File: config.mk
export PLATFORM = sky130hd
export DESIGN_NAME = spi_sb_ctrl
export DESIGN_NICKNAME = d
export VERILOG_FILES = /design/src/rtl/spi_sb_ctrl.sv
export SDC_FILE = /design/constraint.sdc
export NUM_CORES = 1
export LEC_CHECK = 0
export ABC_AREA = 1
export CAP_MARGIN = 20
export CORE_UTILIZATION = 45
export CTS_CLUSTER_SIZE = 8
export DETAILED_ROUTE_END_ITERATION = 8
export PLACE_DENSITY = 0.81
export SYNTH_ARGS = -nofsm -noshare
export SYNTH_HDL_FRONTEND = slang
export SYNTH_SLANG_ARGS = --single-unit
export TNS_END_PERCENT = 5
File: constraint.sdc
create_clock -name sys_clk -period 1.6 [get_ports sys_clk]
set_clock_uncertainty 0.1 [all_clocks]
set_input_delay 0.32 -clock sys_clk [delete_from_list [all_inputs] [get_ports sys_clk]]
set_output_delay 0.32 -clock sys_clk [all_outputs]
set_load 0.02 [all_outputs]
File: src/rtl/spi_sb_ctrl.sv
// spi_sb_ctrl: system-bus sequencer for the iCE40 hard SPI block.
// It configures the core once, then loops polling SPISR. A pending host
// byte is forwarded as cmd_valid/cmd_data. A pending measurement frame
// (header + 3 data bytes) is written to TXDR one byte per poll.
module spi_sb_ctrl #(
  parameter logic [3:0] SPI_BASE    = 4'h0,
  parameter logic [7:0] CR0_VAL     = 8'h00,
  parameter logic [7:0] CR1_VAL     = 8'h80,
  parameter logic [7:0] CR2_VAL     = 8'h00,
  parameter logic [7:0] BR_VAL      = 8'h00,
  parameter logic [7:0] HEADER      = 8'hA5,
  parameter int         ACK_TIMEOUT = 16
) (
  input  logic        sys_clk,
  input  logic        rst,
  output logic        sb_stb_o,
  output logic        sb_wr_o,
  output logic [7:0]  sb_adr_o,
  output logic [7:0]  sb_dat_o,
  input  logic [7:0]  sb_dat_i,
  input  logic        sb_ack_i,
  input  logic        meas_valid,
  input  logic [23:0] meas_data,
  output logic        meas_ready,
  output logic        cmd_valid,
  output logic [7:0]  cmd_data,
  output logic        tx_busy,
  output logic        init_done,
  output logic        bus_err
);

  localparam logic [3:0] OFF_CR0  = 4'h8;
  localparam logic [3:0] OFF_CR1  = 4'h9;
  localparam logic [3:0] OFF_CR2  = 4'hA;
  localparam logic [3:0] OFF_BR   = 4'hB;
  localparam logic [3:0] OFF_SR   = 4'hC;
  localparam logic [3:0] OFF_TXDR = 4'hD;
  localparam logic [3:0] OFF_RXDR = 4'hE;

  localparam int          TW       = $clog2(ACK_TIMEOUT + 1);
  localparam logic [TW-1:0] TMO_LAST = TW'(ACK_TIMEOUT - 1);

  typedef enum logic [2:0] {INIT_WR, POLL_RD, DECIDE, RX_RD, TX_WR, GAP} state_t;

  typedef struct packed {
    logic       wr;
    logic [3:0] off;
    logic [7:0] dat;
  } sb_req_t;

  state_t          state;
  logic [1:0]      init_idx;
  logic [1:0]      idx;
  logic [3:0][7:0] frame;
  logic [TW-1:0]   tmo_cnt;
  logic            st_rrdy;
  logic            st_trdy;
  logic            tx_ok;
  sb_req_t         req;

  // A frame only becomes eligible for TX once a poll has completed after capture.
  assign meas_ready = init_done & ~tx_busy & ~rst;

  // Next bus request for the current state; enable goes last in the init order.
  always_comb begin
    req = '{wr: 1'b0, off: OFF_SR, dat: 8'h00};
    case (state)
      INIT_WR: begin
        req.wr = 1'b1;
        case (init_idx)
          2'd0:    begin req.off = OFF_CR2; req.dat = CR2_VAL; end
          2'd1:    begin req.off = OFF_BR;  req.dat = BR_VAL;  end
          2'd2:    begin req.off = OFF_CR0; req.dat = CR0_VAL; end
          default: begin req.off = OFF_CR1; req.dat = CR1_VAL; end
        endcase
      end
      RX_RD: req.off = OFF_RXDR;
      TX_WR: begin
        req.wr  = 1'b1;
        req.off = OFF_TXDR;
        req.dat = frame[idx];
      end
      default: ;
    endcase
  end

  // Sequencer FSM, bus handshake, ack timeout and frame buffer.
  always_ff @(posedge sys_clk) begin
    if (rst) begin
      state     <= INIT_WR;
      init_idx  <= 2'd0;
      idx       <= 2'd0;
      frame     <= '0;
      tmo_cnt   <= '0;
      st_rrdy   <= 1'b0;
      st_trdy   <= 1'b0;
      tx_ok     <= 1'b0;
      sb_stb_o  <= 1'b0;
      sb_wr_o   <= 1'b0;
      sb_adr_o  <= 8'h00;
      sb_dat_o  <= 8'h00;
      cmd_valid <= 1'b0;
      cmd_data  <= 8'h00;
      tx_busy   <= 1'b0;
      init_done <= 1'b0;
      bus_err   <= 1'b0;
    end else begin
      cmd_valid <= 1'b0;

      if (meas_valid && meas_ready) begin
        frame[0] <= HEADER;
        frame[1] <= meas_data[23:16];
        frame[2] <= meas_data[15:8];
        frame[3] <= meas_data[7:0];
        idx      <= 2'd0;
        tx_busy  <= 1'b1;
      end

      if (sb_stb_o) begin
        if (sb_ack_i) begin
          sb_stb_o <= 1'b0;
          tmo_cnt  <= '0;
          case (state)
            INIT_WR: begin
              if (init_idx == 2'd3) begin
                init_done <= 1'b1;
                init_idx  <= 2'd0;
                state     <= POLL_RD;
              end else begin
                init_idx <= init_idx + 2'd1;
              end
            end
            POLL_RD: begin
              st_rrdy <= sb_dat_i[3];
              st_trdy <= sb_dat_i[4];
              tx_ok   <= tx_busy;
              state   <= DECIDE;
            end
            RX_RD: begin
              cmd_data  <= sb_dat_i;
              cmd_valid <= 1'b1;
              state     <= GAP;
            end
            TX_WR: begin
              idx <= idx + 2'd1;
              if (idx == 2'd3) tx_busy <= 1'b0;
              state <= GAP;
            end
            default: state <= GAP;
          endcase
        end else if (tmo_cnt == TMO_LAST) begin
          // Abandon the cycle; a failed TXDR write keeps idx so the byte is retried.
          sb_stb_o <= 1'b0;
          tmo_cnt  <= '0;
          bus_err  <= 1'b1;
          if (state == INIT_WR) init_idx <= 2'd0;
          else                  state    <= POLL_RD;
        end else begin
          tmo_cnt <= tmo_cnt + 1'b1;
        end
      end else begin
        case (state)
          INIT_WR, POLL_RD, RX_RD, TX_WR: begin
            sb_stb_o <= 1'b1;
            sb_wr_o  <= req.wr;
            sb_adr_o <= {SPI_BASE, req.off};
            sb_dat_o <= req.dat;
            tmo_cnt  <= '0;
          end
          DECIDE: begin
            if (st_rrdy)                          state <= RX_RD;
            else if (st_trdy && tx_ok && tx_busy) state <= TX_WR;
            else                                  state <= GAP;
          end
          default: state <= POLL_RD;
        endcase
      end
    end
  end

endmodule
==> metrics, run 1 <==
Final Power 3.88 mW; Pwr Density 1030 mW/mm²; post-layout min period 1.53 ns; Diodes inserted 0; via count 2,653; layout cell share with drive strength beyond 1 10.8%; CTS root buf clkbuf_8; most common cell in the netlist nor2_1; Port Buffers 62; Final Hold Vio Count 0; Crit Path Category reg2out; data arrival time of the critical path 1.11 ns; CTS tree done; via/cell ratio 4.95; Core ar. 0.00603 mm²; Achievable Freq 0.652 GHz; DR DRC count 0; I/O pin cnt 67; initial antenna violation count 0; worst skew pair latency 0.34 ns; first-pass iteration count of the detailed router 4; Post-CTS Setup Bufs 0; launching point of the worst reg2reg path tmo_cnt[0]$_SDFFE_PP0P_; Post-synth ARST share 0%; row count 28; Longest Clk Path Bufs 2; Worst setup SP type flop; Leak Pwr 1.59 nW; gpl congestion 0.866; Post-CTS Hold Buffers 0; Critical Path Sink tx_busy; final net count 498; number of synthesized flops with an enable pin 0; setup slack at placement -0.511 ns; ys flop type dfxtp_1; CP Capture Type primary output; Non-Filler Instances 536; Die Area 0.00665 mm²; main area contributors after synthesis dfxtp_1 (46%), nor2_1 (9.2%), o21ai_0 (9.1%), a21oi_1 (7.6%), nand2_1 (6.2%); Syn Area/Cell 7.46 µm²; Final ANT Viol Nets 0; PostCTS Resize Cnt 34; status completed; Req. time, crit path 1.18 ns; Hold/Removal Path Class reg2reg; cell count after synthesis 382; Yosys top cell area share 46.4%; crit-path max FO 4; worst setup path startpoint tx_busy$_SDFF_PP0_; final setup fails 0; reg2reg path depth 6; detailed placement HPWL 4730 µm; first-pass GRT wire length 11,200 µm; Starting Density 47.3%; area of the mapped netlist 0.00285 mm²; die width 81.6 µm; die height 81.6 µm; per-cell routed wire length 12.3 µm; reg2reg setup slack 0.13 ns; worst vdd ir 470 µV; Seq cells post-synth 66; Seq/Total Area, Yosys 46.4%; R2R Path End state[1]$_SDFFE_PP0P_; WL final 6610 µm; Slew Limit Fails 0; Yosys top cell by area dfxtp_1; largest net degree at the start of global routing 26; placed cells 521; Util after Layout 62.3%; count of yosys warnings during synthesis 0; CTS clk-pin slew, worst paths 0.06 ns; Num CTS Buffers 9; vias in the first global route 2,560; Final Cycle Share 95.9%; Setup WS post-layout 0.0654 ns; CTS sink cnt 66; post-synth cell types 30; grt total ovfl 0; top cells by count, synth nor2_1 (70), dfxtp_1 (66), o21ai_0 (52), nand2_1 (47), a21oi_1 (43); initial drt markers 145; max_cap viols 0; GR Util All Layers 22.4%; CTS H-tree lvls 3; Syn-to-layout area delta 31.8%
==> worst max-delay path, stage by stage (launching register included) <==
cell and delay [ns]:
dfxtp_1 0.37, buf_4 0.14, clkdlybuf4s15_2 0.26
==> per-layer routing <==
layer | vias up | GRT usage, % | share of wire (%)
met3 | 12 | 8.33 | 7.1
li1 | 1382 | - | -
met2 | 76 | 34.6 | 45
met4 | 0 | 10.4 | 2.0
met1 | 1183 | 27.6 | 46
met5 | - | 0 | 0
==> cell type report <==
cell class / instances / area (µm²)
clock inverter: 3 / 40.0
timing repair buffer: 81 / 754
tap: 75 / 93.8
clock buffer: 12 / 145
sequential: 66 / 1320
multi-input combinational: 263 / 1260
inverter: 36 / 140
fill: 543 / 2270
==> where the power goes <==
| part | leakage, nW | internal (mW) | switching (mW) |
|---|---|---|---|
| sequential | 0.534 | 1.72 | 0.0623 |
| combinational | 0.962 | 0.307 | 0.442 |
| clock | 0.0962 | 0.749 | 0.600 |
==> worst min-delay path by stage <==
stage / endpoint / slack [ns] / from / cells past startpoint
finish: st_trdy$_SDFFE_PP0P_ / 0.34 / st_trdy$_SDFFE_PP0P_ / 2
global placement: frame[19]$_SDFFE_PP0P_ / 0.33 / frame[19]$_SDFFE_PP0P_ / 2
floorplan: frame[17]$_SDFFE_PP0P_ / 0.32 / frame[17]$_SDFFE_PP0P_ / 2
detailed placement: st_trdy$_SDFFE_PP0P_ / 0.33 / st_trdy$_SDFFE_PP0P_ / 2
CTS: frame[19]$_SDFFE_PP0P_ / 0.34 / frame[19]$_SDFFE_PP0P_ / 2
global route: frame[19]$_SDFFE_PP0P_ / 0.36 / frame[19]$_SDFFE_PP0P_ / 2
==> sequential cells by signal (all words and copies together), names as in the netlist <==
signal	count
sb_dat_o	8
tmo_cnt	5
st_rrdy	1
tx_busy	1
state	3
idx	2
bus_err	1
sb_stb_o	1
sb_wr_o	1
init_idx	2
tx_ok	1
st_trdy	1
init_done	1
cmd_data	8
frame	25
cmd_valid	1
sb_adr_o	4
==> metrics by stage <==
| step | area, µm² | TNS [ns] | hold WS [ns] |
|---|---|---|---|
| 6_report | 3760 | 0 | 0.342 |
| 5_1_grt | 3760 | -0.0313 | 0.363 |
| 4_1_cts | 3750 | 0 | 0.344 |
| 3_5_place_dp | 3600 | -14.48 | 0.334 |
| 3_3_place_gp | 3600 | -13.63 | 0.330 |
| 2_1_floorplan | 2860 | 0 | 0.320 |
==> cell usage in the layout, fill, tap and decap left out, types with 2 or more instances in the layout <==
cell type / synthesis / layout
o21ai_0: 52 / 52
clkbuf_1: 7 / 2
conb_1: 1 / 4
clkbuf_8: 0 / 10
buf_12: 0 / 2
nor2_1: 70 / 70
nand2_1: 47 / 46
dlygate4sd2_1: 0 / 26
buf_4: 6 / 18
o21ai_1: 5 / 5
clkinv_2: 0 / 2
inv_2: 3 / 3
inv_1: 32 / 32
a21oi_1: 43 / 43
nand2_2: 3 / 4
ha_1: 5 / 5
nor2_2: 3 / 3
nand3_1: 18 / 18
nand4_1: 3 / 3
dfxtp_1: 66 / 65
clkdlybuf4s50_1: 0 / 34
==> kinds of logic after synthesis <==
kind of cell	share of synthesized area [%]
fa+ha+maj	2.20
buf+inv	9.88
xor+xnor	0.307
simple gates	22.1
other cells	0.132
compound gates	19.0
flops	46.4
(Power assumes the default switching activity.)
==> inputs of run 2 (changes only) <==
CTS_BUF_LIST = sky130_fd_sc_hd__clkbuf_4   (was not set)
TNS_END_PERCENT = 1   (was 5)
==> run 2 against run 1 <==
  * Maximum frequency grew 0.28%
  * Non-clock buffer count is the same
  * Clock power shrank 22%
  * Via count grew 1.1%
  * First-iteration DRC count grew 13%
  * Critical endpoint is now sb_dat_o[6]
  * Highest routed layer unchanged
==> metrics, run 2 (same netlist as run 1, synthesis figures left out) <==
grt total ovfl 0; post-layout min period 1.53 ns; Core ar. 0.00603 mm²; Critical Path, Cell by Cell dlygate4sd2_1; data arrival time of the critical path 1.11 ns; Post-CTS Hold Buffers 0; GR Util All Layers 21.7%; per-cell routed wire length 12.1 µm; setup slack at placement -0.511 ns; CTS H-tree lvls 3; crit-path max FO 2; switching part of the total 29.6%; Final Hold Vio Count 0; Switching Power 1.06 mW; worst skew pair latency 0.41 ns; final setup fails 0; largest net degree at the start of global routing 26; Hold/Removal Path Class reg2reg; Final ANT Viol Nets 0; Req. time, crit path 1.18 ns; Syn-to-layout area delta 29.8%; initial antenna violation count 0; Combinational Power Share 20.8%; layout cell share with drive strength beyond 1 11.3%; Clock Power Share 29.4%; Worst setup SP type flop; Biggest register frame; initial drt markers 164; most common library cell in the layout ignoring fill and taps nor2_1; CTS clk-pin slew, worst paths 0.09 ns; first-pass GRT wire length 11,000 µm; Longest Clk Path Bufs 2; worst vdd ir 451 µV; Port Buffers 62; via count 2,682; register area 0.00132 mm²; Num CTS Buffers 9; DR DRC count 0; die width 81.6 µm; internal power 2.52 mW; Starting Density 47.3%; WL final 6460 µm; max_cap viols 0; die height 81.6 µm; CTS sink cnt 66; most frequent cells in the layout nor2_1 (70), dfxtp_1 (64), o21ai_0 (52); number of flip-flops under the largest register name 25; Leak Pwr 1.57 nW; gpl congestion 0.866; area of the multi-input gates 0.00126 mm²; CTS root buf clkbuf_4; Slowest cell on crit path dfxtp_1; fill count 547; Diodes inserted 0; via/cell ratio 5.00; Worst Path Buf+Inv 1; Crit Path Category reg2out; Slew Limit Fails 0; status completed; Final Power 3.58 mW; unrepaired setup endpoints after global routing true; row count 28; vias in the first global route 2,504; Pwr Density 968 mW/mm²; sequential share of power 49.7%; I/O pin cnt 67; CP Capture Type primary output; largest registers frame (25), cmd_data (8), sb_dat_o (8); Final Cycle Share 95.6%; detailed placement HPWL 4730 µm; Setup WS post-layout 0.0697 ns; first-pass iteration count of the detailed router 5; critical path's top delay family flip-flops; Die Area 0.00665 mm²; Achievable Freq 0.653 GHz; CTS tree done; slowest stage delay, CP 0.37 ns; final net count 498
run 2: final timing paths:
check / from / to / slack (ns) / cells after the start
max: sb_dat_o[6]$_SDFFE_PP0P_ / sb_dat_o[6] / 0.07 / 1
max reg2reg: tmo_cnt[0]$_SDFFE_PP0P_ / state[1]$_SDFFE_PP0P_ / 0.12 / 6
min: st_trdy$_SDFFE_PP0P_ / st_trdy$_SDFFE_PP0P_ / 0.35 / 2
min reg2reg: st_trdy$_SDFFE_PP0P_ / st_trdy$_SDFFE_PP0P_ / 0.35 / 2
run 2: timing repair:
action / 4_1_cts / 5_1_grt
endpoints found under the setup margin: 27 / 9
pin swaps: 0 / 0
setup buffers: 0 / 0
resized for setup: 35 / 5
run 2: metrics by stage:
stage          hold slack [ns]  setup TNS, ns  area, µm²  utilization, %  std cells
4_1_cts                  0.348              0       3690            61.3        536
5_1_grt                  0.369        -0.0542       3700            61.4        536
3_5_place_dp             0.334         -14.48       3600            59.8        521
2_1_floorplan            0.320              0       2860               -        385
3_3_place_gp             0.330         -13.63       3600            59.8        521
6_report                 0.346              0       3700            61.4        536
run 2: routing by layer:
layer	vias to the layer above	GRT usage [%]	routed length [µm]	share of wire (%)
met3	13	6.56	473	7.3
met5	-	0	0	0
li1	1387	-	-	-
met1	1202	27.6	2960	46
met4	0	10.9	149	2.3
met2	80	33.2	2880	45
run 2: layout make-up:
class	instances	share of cell area (%)
clock buffer	11	2.23
clock inverter	4	1.18
inverter	36	3.79
multi-input combinational	263	34.1
sequential	66	35.8
tap	75	2.54
timing repair buffer	81	20.4
run 2: power by group through the flow:
stage	Combinational, mW	Clock (mW)	Sequential [mW]
3_3_place_gp	0.760	0	1.82
3_5_place_dp	0.778	0	1.82
4_1_cts	0.746	1.09	1.78
6_report	0.746	1.05	1.78
5_1_grt	0.841	1.15	1.79
2_1_floorplan	0.438	0	1.86
==> inputs of run 3 (changes only) <==
PLACE_DENSITY = 0.73   (was 0.81)
SKIP_CTS_REPAIR_TIMING = 1   (was not set)
SLEW_MARGIN = 20   (was not set)
==> run 3 against run 2 <==
  * The flow now finishes with violations (setup timing)
  * Via count shrank 1.7%
  * Global-route usage rose by 0.44 points
  * Sequential power about the same
  * Combinational power grew 4.2%
  * Cell count is the same
  * Clock-buffer cell count up 1
  * Maximum frequency is 11% lower
  * Largest cell class unchanged
==> metrics, run 3 (same netlist as run 1, synthesis figures left out) <==
Req. time, crit path 1.18 ns; largest net degree at the start of global routing 37; Min Hold Slack 0.354 ns; Biggest register frame; initial antenna violation count 0; worst vdd ir 650 µV; CTS sink cnt 66; Achievable Freq 0.582 GHz; Pwr Density 954 mW/mm²; Syn-to-layout area delta 33.3%; worst skew pair latency 0.40 ns; CTS tree done; Num CTS Buffers 9; CTS H-tree lvls 3; Hold/Removal Path Class reg2reg; Slowest cell on crit path clkdlybuf4s50_1; first-pass iteration count of the detailed router 4; gpl congestion 0.802; Leak Pwr 1.91 nW; slowest stage delay, CP 0.50 ns; final net count 497; Final Hold Vio Count 0; Setup WS post-layout -0.120 ns; failing checks setup timing; area post-placement 0.00359 mm²; via count 2,636; I/O pin cnt 67; grt total ovfl 0; Longest Clk Path Bufs 2; DR DRC count 0; layout cell share with drive strength beyond 1 10.6%; unrepaired setup endpoints after global routing true; critical path's top delay family buffers and inverters; Clock Power Share 29.4%; Critical Path, Cell by Cell clkdlybuf4s50_1 > nor3_4 > dlymetal6s2s_1; CTS root buf clkbuf_4; largest registers frame (25), cmd_data (8), sb_dat_o (8); Port Buffers 62; via/cell ratio 4.92; Crit Path Category in2out; sequential share of power 49.1%; CTS clk-pin slew, worst paths 0.09 ns; detailed placement HPWL 4660 µm; Worst Path Buf+Inv 2; internal power 2.56 mW; Core ar. 0.00603 mm²; Final Cycle Share 107%; GR Util All Layers 22.1%; first-pass GRT wire length 11,100 µm; switching part of the total 29.4%; die width 81.6 µm; Starting Density 47.3%; data arrival time of the critical path 1.30 ns; most frequent cells in the layout nor2_1 (70), dfxtp_1 (65), o21ai_0 (52); number of flip-flops under the largest register name 25; Diodes inserted 0; final setup fails 1; Final ANT Viol Nets 0; Switching Power 1.06 mW; Final Power 3.62 mW; Combinational Power Share 21.4%; Die Area 0.00665 mm²; die height 81.6 µm; crit-path max FO 2; Slew Limit Fails 0; max_cap viols 0; Worst setup SP type input pin; post-layout min period 1.72 ns; fill count 545; status complete, but fails checks; initial drt markers 118; CP Capture Type primary output; setup TNS -0.120 ns; most common library cell in the layout ignoring fill and taps nor2_1; post-route cell area 0.00380 mm²; per-cell routed wire length 12.1 µm; vias in the first global route 2,511; row count 28; WL final 6480 µm
run 3: worst reg2reg max path, stage by stage, from the launching register on:
cell	delay [ns]
dfxtp_1	0.38
ha_1	0.20
nand4_1	0.17
nand2_2	0.15
nand3_1	0.13
a21oi_1	0.16
nor2_1	0.05
run 3: layout make-up:
class                           count  area [µm²]  area share [%]
Multi-Input combinational cell    263        1270            33.4
Clock inverter                      4        42.5            1.12
Timing Repair Buffer               80         841            22.1
Inverter                           36         140            3.69
Clock buffer                       12        90.1            2.37
Sequential cell                    66        1320            34.8
Tap cell                           75        93.8            2.47
run 3: per-layer routing:
metal	vias up	wire length (µm)	global-route usage, %
met5	-	0	0
met4	0	85	6.14
met3	9	496	9.78
met2	72	2930	35.8
met1	1169	2960	26.6
li1	1386	-	-
run 3: power by group through the flow:
stage / logic, mW / registers (mW) / clock network [mW]
finish: 0.777 / 1.78 / 1.07
global route: 0.873 / 1.79 / 1.19
CTS: 0.784 / 1.78 / 1.11
detailed placement: 0.780 / 1.82 / 0
global placement: 0.763 / 1.82 / 0
floorplan: 0.438 / 1.86 / 0
run 3: worst paths after layout:
check / from / slack, ns / depth (start not counted) / endpoint
setup / recovery: rst / -0.12 / 3 / meas_ready
hold / removal: tx_ok$_SDFFE_PP0P_ / 0.35 / 2 / tx_ok$_SDFFE_PP0P_
setup reg to reg: tmo_cnt[0]$_SDFFE_PP0P_ / 0.15 / 6 / state[1]$_SDFFE_PP0P_
hold reg to reg: tx_ok$_SDFFE_PP0P_ / 0.35 / 2 / tx_ok$_SDFFE_PP0P_
run 3: through the flow:
stage | utilization (%) | cells | setup WS (ns)
after global placement | 59.6 | 520 | -0.514
final | 63.0 | 536 | -0.120
after global routing | 63.0 | 536 | -0.173
after detailed placement | 59.6 | 520 | -0.500
after floorplan | - | 385 | 0.0901
after CTS | 61.8 | 536 | -0.513
